$ cat src/rtl/bsg_dmc_pkg.sv
// Shared types and defaults for the DMC request scheduler.
// Used by the scheduler and bsg_chip_guts.
package bsg_dmc_pkg;

  localparam int dmc_addr_width_gp       = 28;
  // tREFI / core period
  localparam int dmc_refresh_interval_gp = 780;
  localparam int dmc_max_postpone_gp     = 8;

  typedef struct packed {
    logic                         we;
    logic [dmc_addr_width_gp-1:0] addr;
  } bsg_dmc_cmd_s;

  typedef enum logic [1:0] {
    ST_IDLE,
    ST_CMD,
    ST_REF
  } sched_state_e;

endpackage

$ cat src/rtl/bsg_dmc_rr_pick.sv
// Rotate-priority encoder.
// Searches from p_i upward with wrap and picks the first valid.
module bsg_dmc_rr_pick
  import bsg_dmc_pkg::*;
#(
  parameter int num_req_p = 4
) (
  input  logic [num_req_p-1:0]         req_v_i,
  input  logic [$clog2(num_req_p)-1:0] p_i,
  output logic [num_req_p-1:0]         grant_o,
  output logic [$clog2(num_req_p)-1:0] w_o
);

  localparam int lg_lp = $clog2(num_req_p);

  logic w_found;
  int   w_idx;

  always_comb begin
    grant_o = '0;
    w_o     = '0;
    w_found = 1'b0;
    w_idx   = 0;
    for (int k = 0; k < num_req_p; k++) begin
      w_idx = int'(p_i) + k;
      if (w_idx >= num_req_p)
        w_idx = w_idx - num_req_p;
      if (!w_found && req_v_i[w_idx]) begin
        w_found        = 1'b1;
        grant_o[w_idx] = 1'b1;
        w_o            = lg_lp'(w_idx);
      end
    end
  end

endmodule

$ cat src/rtl/bsg_dmc_req_sched.sv
// Round-robin DRAM command scheduler with
// postponable periodic refresh.
module bsg_dmc_req_sched
  import bsg_dmc_pkg::*;
#(
  parameter int num_req_p          = 4,
  parameter int addr_width_p       = dmc_addr_width_gp,
  parameter int refresh_interval_p = dmc_refresh_interval_gp,
  parameter int max_postpone_p     = dmc_max_postpone_gp
) (
  input  logic                               clk_i,
  input  logic                               reset_n_i,
  input  logic [num_req_p-1:0]               req_v_i,
  input  logic [num_req_p-1:0]               req_we_i,
  input  logic [num_req_p-1:0][addr_width_p-1:0] req_addr_i,
  output logic [num_req_p-1:0]               req_ready_o,
  output logic                               cmd_v_o,
  output logic                               cmd_we_o,
  output logic [addr_width_p-1:0]            cmd_addr_o,
  output logic [$clog2(num_req_p)-1:0]       cmd_id_o,
  input  logic                               cmd_ready_i,
  output logic                               ref_v_o,
  input  logic                               ref_ready_i,
  output logic [$clog2(max_postpone_p+1)-1:0] ref_pending_o
);

  localparam int lg_req_lp  = $clog2(num_req_p);
  localparam int lg_pend_lp = $clog2(max_postpone_p+1);
  localparam int lg_tmr_lp  = $clog2(refresh_interval_p);
  localparam logic [lg_tmr_lp-1:0] c_reload =
    lg_tmr_lp'(refresh_interval_p-1);
  localparam logic [lg_pend_lp-1:0] c_max =
    lg_pend_lp'(max_postpone_p);

  sched_state_e              r_state;
  logic                      r_cmd_v;
  logic                      r_ref_v;
  logic                      r_we;
  logic [addr_width_p-1:0]   r_addr;
  logic [lg_req_lp-1:0]      r_id;
  logic [lg_req_lp-1:0]      r_p;
  logic [lg_pend_lp-1:0]     r_pending;
  logic [lg_tmr_lp-1:0]      r_timer;

  logic [num_req_p-1:0]      w_grant;
  logic [lg_req_lp-1:0]      w_win;
  logic [lg_req_lp-1:0]      w_p_nxt;
  logic                      w_load;
  logic                      w_force;
  logic                      w_any;
  logic                      w_tick;
  logic                      w_ref_hs;

  bsg_dmc_rr_pick #(
    .num_req_p(num_req_p)
  ) u_pick (
    .req_v_i(req_v_i),
    .p_i    (r_p),
    .grant_o(w_grant),
    .w_o    (w_win)
  );

  assign w_load   = (r_state == ST_IDLE)
                  | ((r_state == ST_CMD) & cmd_ready_i);
  assign w_force  = (r_pending == c_max);
  assign w_any    = |req_v_i;
  assign w_tick   = (r_timer == '0);
  assign w_ref_hs = (r_state == ST_REF) & ref_ready_i;
  assign w_p_nxt  = (w_win == lg_req_lp'(num_req_p-1))
                  ? '0 : w_win + lg_req_lp'(1);

  assign req_ready_o = (w_load & ~w_force) ? w_grant : '0;

  always_ff @(posedge clk_i or negedge reset_n_i) begin
    if (!reset_n_i) begin
      r_state   <= ST_IDLE;
      r_cmd_v   <= 1'b0;
      r_ref_v   <= 1'b0;
      r_we      <= 1'b0;
      r_addr    <= '0;
      r_id      <= '0;
      r_p       <= '0;
      r_pending <= '0;
      r_timer   <= c_reload;
    end else begin
      r_timer <= w_tick ? c_reload : r_timer - lg_tmr_lp'(1);
      // expiry and handshake together cancel out
      if (w_tick & ~w_ref_hs & ~w_force)
        r_pending <= r_pending + lg_pend_lp'(1);
      else if (w_ref_hs & ~w_tick)
        r_pending <= r_pending - lg_pend_lp'(1);
      if (w_load) begin
        if (w_force) begin
          r_state <= ST_REF;
          r_cmd_v <= 1'b0;
          r_ref_v <= 1'b1;
        end else if (w_any) begin
          r_state <= ST_CMD;
          r_cmd_v <= 1'b1;
          r_ref_v <= 1'b0;
          r_we    <= req_we_i[w_win];
          r_addr  <= req_addr_i[w_win];
          r_id    <= w_win;
          r_p     <= w_p_nxt;
        end else if (r_pending != '0) begin
          r_state <= ST_REF;
          r_cmd_v <= 1'b0;
          r_ref_v <= 1'b1;
        end else begin
          r_state <= ST_IDLE;
          r_cmd_v <= 1'b0;
          r_ref_v <= 1'b0;
        end
      end else if (w_ref_hs) begin
        r_state <= ST_IDLE;
        r_ref_v <= 1'b0;
      end
    end
  end

  assign cmd_v_o       = r_cmd_v;
  assign cmd_we_o      = r_we;
  assign cmd_addr_o    = r_addr;
  assign cmd_id_o      = r_id;
  assign ref_v_o       = r_ref_v;
  assign ref_pending_o = r_pending;

endmodule

$ cat config.mk
export PLATFORM = sky130hd
export DESIGN_NAME = bsg_dmc_req_sched
export DESIGN_NICKNAME = d
export VERILOG_FILES = /design/src/rtl/bsg_dmc_pkg.sv /design/src/rtl/bsg_dmc_rr_pick.sv /design/src/rtl/bsg_dmc_req_sched.sv
export SDC_FILE = /design/constraint.sdc
export NUM_CORES = 1
export LEC_CHECK = 0
export CAP_MARGIN = 0
export CORE_ASPECT_RATIO = 0.6
export CORE_MARGIN = 1
export CORE_UTILIZATION = 25
export DETAILED_ROUTE_END_ITERATION = 8
export DONT_BUFFER_PORTS = 1
export MAX_ROUTING_LAYER = met4
export PLACE_DENSITY = 0.41
export SLEW_MARGIN = 10
export SYNTH_ARGS = -nofsm -noshare
export SYNTH_HDL_FRONTEND = slang
export SYNTH_SLANG_ARGS = --single-unit
$ cat constraint.sdc
create_clock -name clk_i -period 3.3 [get_ports clk_i]
set_input_delay 0.66 -clock clk_i [delete_from_list [all_inputs] [get_ports clk_i]]
set_output_delay 0.66 -clock clk_i [all_outputs]
set_load 0.005 [all_outputs]
==> impl_metrics.yaml, run 1 <==
global_routing:
  grt_pass1_vias: 3578
  overflow: 0
  grt.total_usage: 0.185
  grt_pass1_wl_um: 22500
  grt_max_degree: 51
  antenna_found_initial: 0
clock_tree:
  cts_buffers: 5
  cts_max_level: 2
  clk_latency_ps: 300
  cts_tree: "done"
  clockRootBuffer: "clkbuf_16"
  post_cts_buffers: 0
  cts_hold_buf: 0
  clk_pin_slew_ps: 80
  post_cts_resized: 0
  cts.sinks: 50
  clock_path_buffers: 2
sta:
  max_freq_mhz: 319
  rsz0062_at_grt: "no"
  finalMaxSlewViolations: 0
  finalSetupViolCount: 0
  hold_violations: 0
  timing.slew.headroom: 0.283
  worst_pin_slew_ps: 1070
  finalCritPeriodShare: 0.951
  min_period_ps: 3140
  finalClockSkew_ps: 7.97
  finalSetupTns_ps: 0
cells_and_area:
  drive_gt1_frac: 0.120
  fin_nets: 584
  area_growth_pct: 10.3
  design_area_sq_um: 4460
  final_cells: 654
  antenna_cells: 0
  fin_util: 0.287
place:
  place_area_sq_um: 4300
  port_buffers: 0
  dpl.hpwl_um: 10700
  dp_cells: 646
  gp_congestion: 0.798
critical_path:
  max_stage_delay_ps: 470
  critPathSlowestCell: "or3b_2"
  startpoint_type: "flip-flop"
  timing.rr.start: "r_p[0]"
  path_class: "flip-flop to primary output"
  worst-path-buf-inv: 2
  crit_arrival_ps: 2480
  critPathLaunch: "r_p[0]"
  endpoint_kind: "primary output"
  required_ps: 2640
  crit_path_max_fanout: 6
  crit_family: "simple AND/OR/NAND/NOR gates"
  crit_chain: "inv_1 -> ha_1 -> or3b_2 -> o21ai_1 -> buf_4 -> a221oi_1 -> nor2_1"
yosys:
  ys_types: 58
  async_reset_ff_frac: 1.00
  yosys.area.top_type: "dfrtp_1"
  synth_flop_cell: "dfrtp_1"
  syn_inst: 466
  synth_seq_area_share: 0.311
  synthTopCellsByArea: "dfrtp_1 28%, nor3_1 7.4%, a21oi_1 6.9%"
  syn_avg_cell_area_sq_um: 8.67
  synth_nets: 600
  synth_edf_count: 0
  yosysTopAreaCellShare: 0.279
  ys_ff_latch: 50
  synthesis.area_sq_um: 4040
  synth_warnings: 0
detailed_routing:
  wirelength_um: 15100
  drc: 11
  drt_iter0_markers: 224
  met1_length_um: 7300
  antenna_left: 0
  dr_wl_met2_um: 6200
  wl_per_cell_um: 23.0
  via_per_inst: 5.75
  top_layer_used: "met4"
  dr.pass1.iters: 7
  num_vias: 3758
  routed-wl-met3_um: 1530
die:
  num_rows: 35
  fp.dieW_um: 166
  die_h_um: 100
  die_area_sq_um: 16700
  core-area_sq_um: 15500
  start_util: 0.260
  ios: 165
status:
  outcome: "finished, violations left"
  violations: "design-rule violations"
hold_path:
  holdCritPathClass: "input pin to asynchronous set/reset pin"
power:
  leakagePower_nw: 1.69
  power.density_nw_per_um2: 1170
  ir_worst_vdd_mv: 0.322
job:
  drv_cap: 0
through the flow:
stage / power [W] / worst slack [ps] / hold slack (ps)
after floorplan: 0.00363 / 507 / 364
after global routing: 0.00566 / 70.4 / 26.5
after global placement: 0.00461 / 262 / 366
final: 0.00520 / 161 / 48.8
after CTS: 0.00526 / 198 / 35.9
after detailed placement: 0.00467 / 249 / 367
synthesized netlist by cell type (2+ instances only):
cell type	n
mux2i_1	27
buf_2	12
nor3_1	60
o221ai_1	28
ha_1	9
a211o_1	2
a21oi_1	56
o32ai_1	2
and3b_1	2
o21ai_0	9
or3_1	25
nor4_1	2
xnor2_1	9
o21ai_1	2
buf_4	3
nand3_1	2
buf_1	2
inv_1	8
a21o_1	2
dfrtp_1	45
and3_1	4
mux2_2	2
dfstp_2	5
nand2b_1	3
clkbuf_1	25
a221oi_1	4
a221o_1	27
buf_6	2
nor2_1	27
or2_2	2
a211oi_1	3
xor2_1	2
nand2_1	18
a2111oi_0	2
nand3b_1	3
mux4_2	4
a22oi_1	5
final cells by class:
| class | instances | area [sq um] |
|---|---|---|
| tap | 203 | 254 |
| multi-input combinational | 364 | 2570 |
| inverter | 8 | 30.0 |
| sequential | 50 | 1260 |
| fill | 1654 | 11100 |
| timing repair buffer | 21 | 195 |
| clock buffer | 5 | 125 |
| clock inverter | 3 | 28.8 |
worst register-to-register path: cells and delay by family, from the launching register on:
family / cells / cell delay [ps]
AOI/OAI and AO/OA: 2 / 430
adders and majority gates: 1 / 380
buffers and inverters: 1 / 70
DFF: 1 / 420
muxes: 2 / 590
and+or+nand+nor: 2 / 1010
kinds of logic after synthesis:
kind of cell / synth area share
AOI/OAI and AO/OA: 0.273
buffers and inverters: 0.0585
DFF: 0.311
and+or+nand+nor: 0.206
adders and majority gates: 0.0328
xor gates and xnor gates: 0.0238
muxes: 0.0948
cell usage in the layout (no fill, tap or decap), types with 4 or more instances in the layout:
master | Yosys | routed
a221oi_1 | 4 | 4
o21ai_0 | 9 | 9
mux2i_1 | 27 | 27
nand2_1 | 18 | 18
dfstp_2 | 5 | 5
a21oi_1 | 56 | 56
mux4_2 | 4 | 4
dfrtp_1 | 45 | 44
buf_4 | 3 | 18
and3_1 | 4 | 4
a221o_1 | 27 | 27
o221ai_1 | 28 | 28
ha_1 | 9 | 9
or3_1 | 25 | 25
nor2_1 | 27 | 26
clkbuf_16 | 0 | 5
inv_1 | 8 | 8
nor3_1 | 60 | 60
xnor2_1 | 9 | 9
a22oi_1 | 5 | 5
report_power, final:
group	internal, W	switching [W]	total [W]	leakage [nW]
registers	0.000882	0.000263	0.00115	0.587
clock network	0.000292	0.000286	0.000578	0.0763
logic	0.00144	0.00204	0.00348	1.03
total	0.00261	0.00259	0.00520	1.69
layer usage:
metal  vias to the layer above  GRT usage
met1                      1831      0.269
met3                         2     0.0506
li1                       1781          -
met5                         -          -
met2                       144      0.256
met4                         0     0.0223
registers in the layout, summed over array words and instances (netlist names):
| register | count |
|---|---|
| ref_pending_o | 4 |
| cmd_addr_o | 28 |
| r_p | 2 |
| cmd_we_o | 1 |
| r_state | 2 |
| cmd_v_o | 1 |
| r_timer | 10 |
| cmd_id_o | 2 |
path summary, 6_finish.rpt:
| kind | to | slack [ps] | cells after the start |
|---|---|---|---|
| max | req_ready_o[3] | 160 | 7 |
| min | cmd_addr_o[24] | 50 | 0 |
| max reg2reg | cmd_we_o | 290 | 8 |
| min reg2reg | r_timer[0] | 480 | 1 |
| max in group asynchronous | r_timer[0] | 3040 | 0 |
| min in group clk_i | r_timer[0] | 480 | 1 |
(Power assumes the default switching activity.)
==> run 2, diff against run 1 <==
ABC_AREA = 1   (was unset)
==> impl_metrics.yaml, run 2 <==
status:
  outcome: "completed"
sta:
  finalMaxSlewViolations: 0
  max_freq_mhz: 329
  finalSetupViolCount: 0
  rsz0062_at_grt: "no"
  hold_violations: 0
  finalClockSkew_ps: 4.99
  finalSetupTns_ps: 0
  worst_pin_slew_ps: 775
  min_period_ps: 3040
  finalCritPeriodShare: 0.920
  timing.slew.headroom: 0.483
critical_path:
  r2r_cells: 11
  rrSetupSlack_ps: 460
  required_ps: 2640
  timing.rr.start: "r_p[1]"
  crit_path_max_fanout: 7
  path_class: "flip-flop to primary output"
  startpoint_type: "flip-flop"
  endpoint_kind: "primary output"
  crit_arrival_ps: 2380
  r2r_end: "cmd_addr_o[7]"
place:
  dpl.hpwl_um: 8280
  dp_cells: 784
  port_buffers: 0
  gp_congestion: 0.792
global_routing:
  overflow: 0
  met3_usage: 0.0412
  grt_pass1_wl_um: 17500
  grt_max_degree: 51
  grt.total_usage: 0.142
  busiest_layer: "met2"
  met1_usage: 0.197
  antenna_found_initial: 0
  grt_use_met2: 0.206
  grt_pass1_vias: 3510
cells_and_area:
  final_cells: 792
  seqCellArea_sq_um: 1260
  final_cell_mix: "254 x nand2_1, 89 x inv_1, 84 x nand3_1, 44 x dfrtp_1"
  mostFrequentLayoutCell: "nand2_1"
  nFillCells: 1673
  area_growth_pct: 7.37
  antenna_cells: 0
  largest_register_ffs: 28
  fin_nets: 727
  multi_input_comb_area_sq_um: 2070
  drive_gt1_frac: 0.0791
die:
  ios: 165
  start_util: 0.261
  die_area_sq_um: 15900
  num_rows: 34
  die_h_um: 98.2
  fp.dieW_um: 162
  core-area_sq_um: 14800
yosys:
  yosysTopAreaCellShare: 0.292
  async_reset_ff_frac: 1.00
  synth_flop_cell: "dfrtp_1"
  syn_inst: 604
  yosys.area.top_type: "dfrtp_1"
  synthesis.area_sq_um: 3850
  synth_warnings: 0
  synthTopCellsByArea: "dfrtp_1 29%, nand2_1 25%, nand3_1 11%"
  ys_types: 39
  synth_seq_area_share: 0.326
  ys_top_cells_by_count: "254 x nand2_1, 89 x inv_1, 84 x nand3_1, 45 x dfrtp_1"
  synth_nets: 738
  syn_avg_cell_area_sq_um: 6.38
  yosysMostFrequentCell: "nand2_1"
  ys_ff_latch: 50
  synth_edf_count: 0
detailed_routing:
  antenna_left: 0
  wirelength_um: 10600
  num_vias: 3612
  dr.pass1.iters: 4
  drc: 0
  via_per_inst: 4.56
  wl_per_cell_um: 13.4
  drt_iter0_markers: 136
job:
  drv_cap: 0
clock_tree:
  cts_buffers: 5
  cts_max_level: 2
  clk_latency_ps: 290
  clock_path_buffers: 2
  cts_tree: "done"
  clockRootBuffer: "clkbuf_16"
  clk_pin_slew_ps: 70
  cts.sinks: 50
hold_path:
  holdCritPathClass: "input pin to asynchronous set/reset pin"
power:
  leakagePower_nw: 2.32
  power_w: 0.00516
  power.density_nw_per_um2: 1250
  ir_worst_vdd_mv: 0.473
[run 2: cell types whose count changed after synthesis, moves of 21 or more]
cell      previous run  this run
a21oi_1             56         9
a221o_1             27         0
clkbuf_1            25         4
inv_1                8        89
mux2i_1             27         0
nand2_1             18       254
nand3_1              2        84
nor3_1              60         2
o221ai_1            28         0
or3_1               25         0
[run 2: through the flow]
step                 util  hold WS (ps)  area (sq um)  worst slack (ps)
finish              0.280          59.3          4140               264
floorplan               -           364          3850               847
detailed placement  0.270           366          3990               307
global placement    0.270           366          3990               387
CTS                 0.280          46.6          4140               187
global route        0.280          39.6          4140              36.5
[run 2: area by class of cell]
type	count	share of cell area
well taps	198	0.0599
clock buffers	7	0.0345
inverters	95	0.0880
clock inverters	1	0.00121
repair buffers	6	0.0109
flip-flops and latches	50	0.304
multi-input cells	435	0.501
[run 2: worst max path at each step]
stage,startpoint,endpoint,slack [ps]
after floorplan,r_p[1],req_ready_o[1],850
after global placement,r_p[0],cmd_addr_o[5],390
after detailed placement,cmd_ready_i,cmd_addr_o[22],310
after CTS,r_p[0],req_ready_o[3],190
after global routing,r_p[1],req_ready_o[1],40
final,r_p[1],req_ready_o[1],260
[run 2: logic make-up (layout without fill, tap and decap cells)]
kind of cell | count (synthesis) | after routing | share of synthesized area
AO/OA/AOI/OAI | 36 | 36 | 0.0523
XOR/XNOR | 6 | 6 | 0.0136
AND/OR/NAND/NOR | 382 | 382 | 0.435
buffers and inverters | 119 | 109 | 0.135
multiplexers | 1 | 1 | 0.00292
flip-flops | 50 | 50 | 0.326
adder cells (fa/ha/maj) | 10 | 10 | 0.0344
[run 2: timing repair]
item,4_1_cts,5_1_grt
setup endpoints to repair,0,4
gates resized for setup,0,1
hold buffers,0,0
buffers inserted,0,0
[run 2: layer usage]
metal	share of wire	wire, um
met5	0	0
met4	0.0062	66
met3	0.073	778
met2	0.42	4490
met1	0.50	5300
[run 2: report_power, final]
part	internal [W]	switching [W]
Clock	0.000301	0.000229
Sequential	0.000886	0.000276
Combinational	0.00109	0.00237
Total	0.00228	0.00288
[run 2: critical path, cell delays in order (launching register included)]
cell and delay, ps:
dfrtp_1 450, inv_1 260, ha_1 350, inv_1 110, nand3_2 100, nand2_4 110, inv_2 50, nor2_4 110
inv_1 50, nor2_1 180, inv_1 80, nor2_1 80, o21ai_0 90, inv_1 80
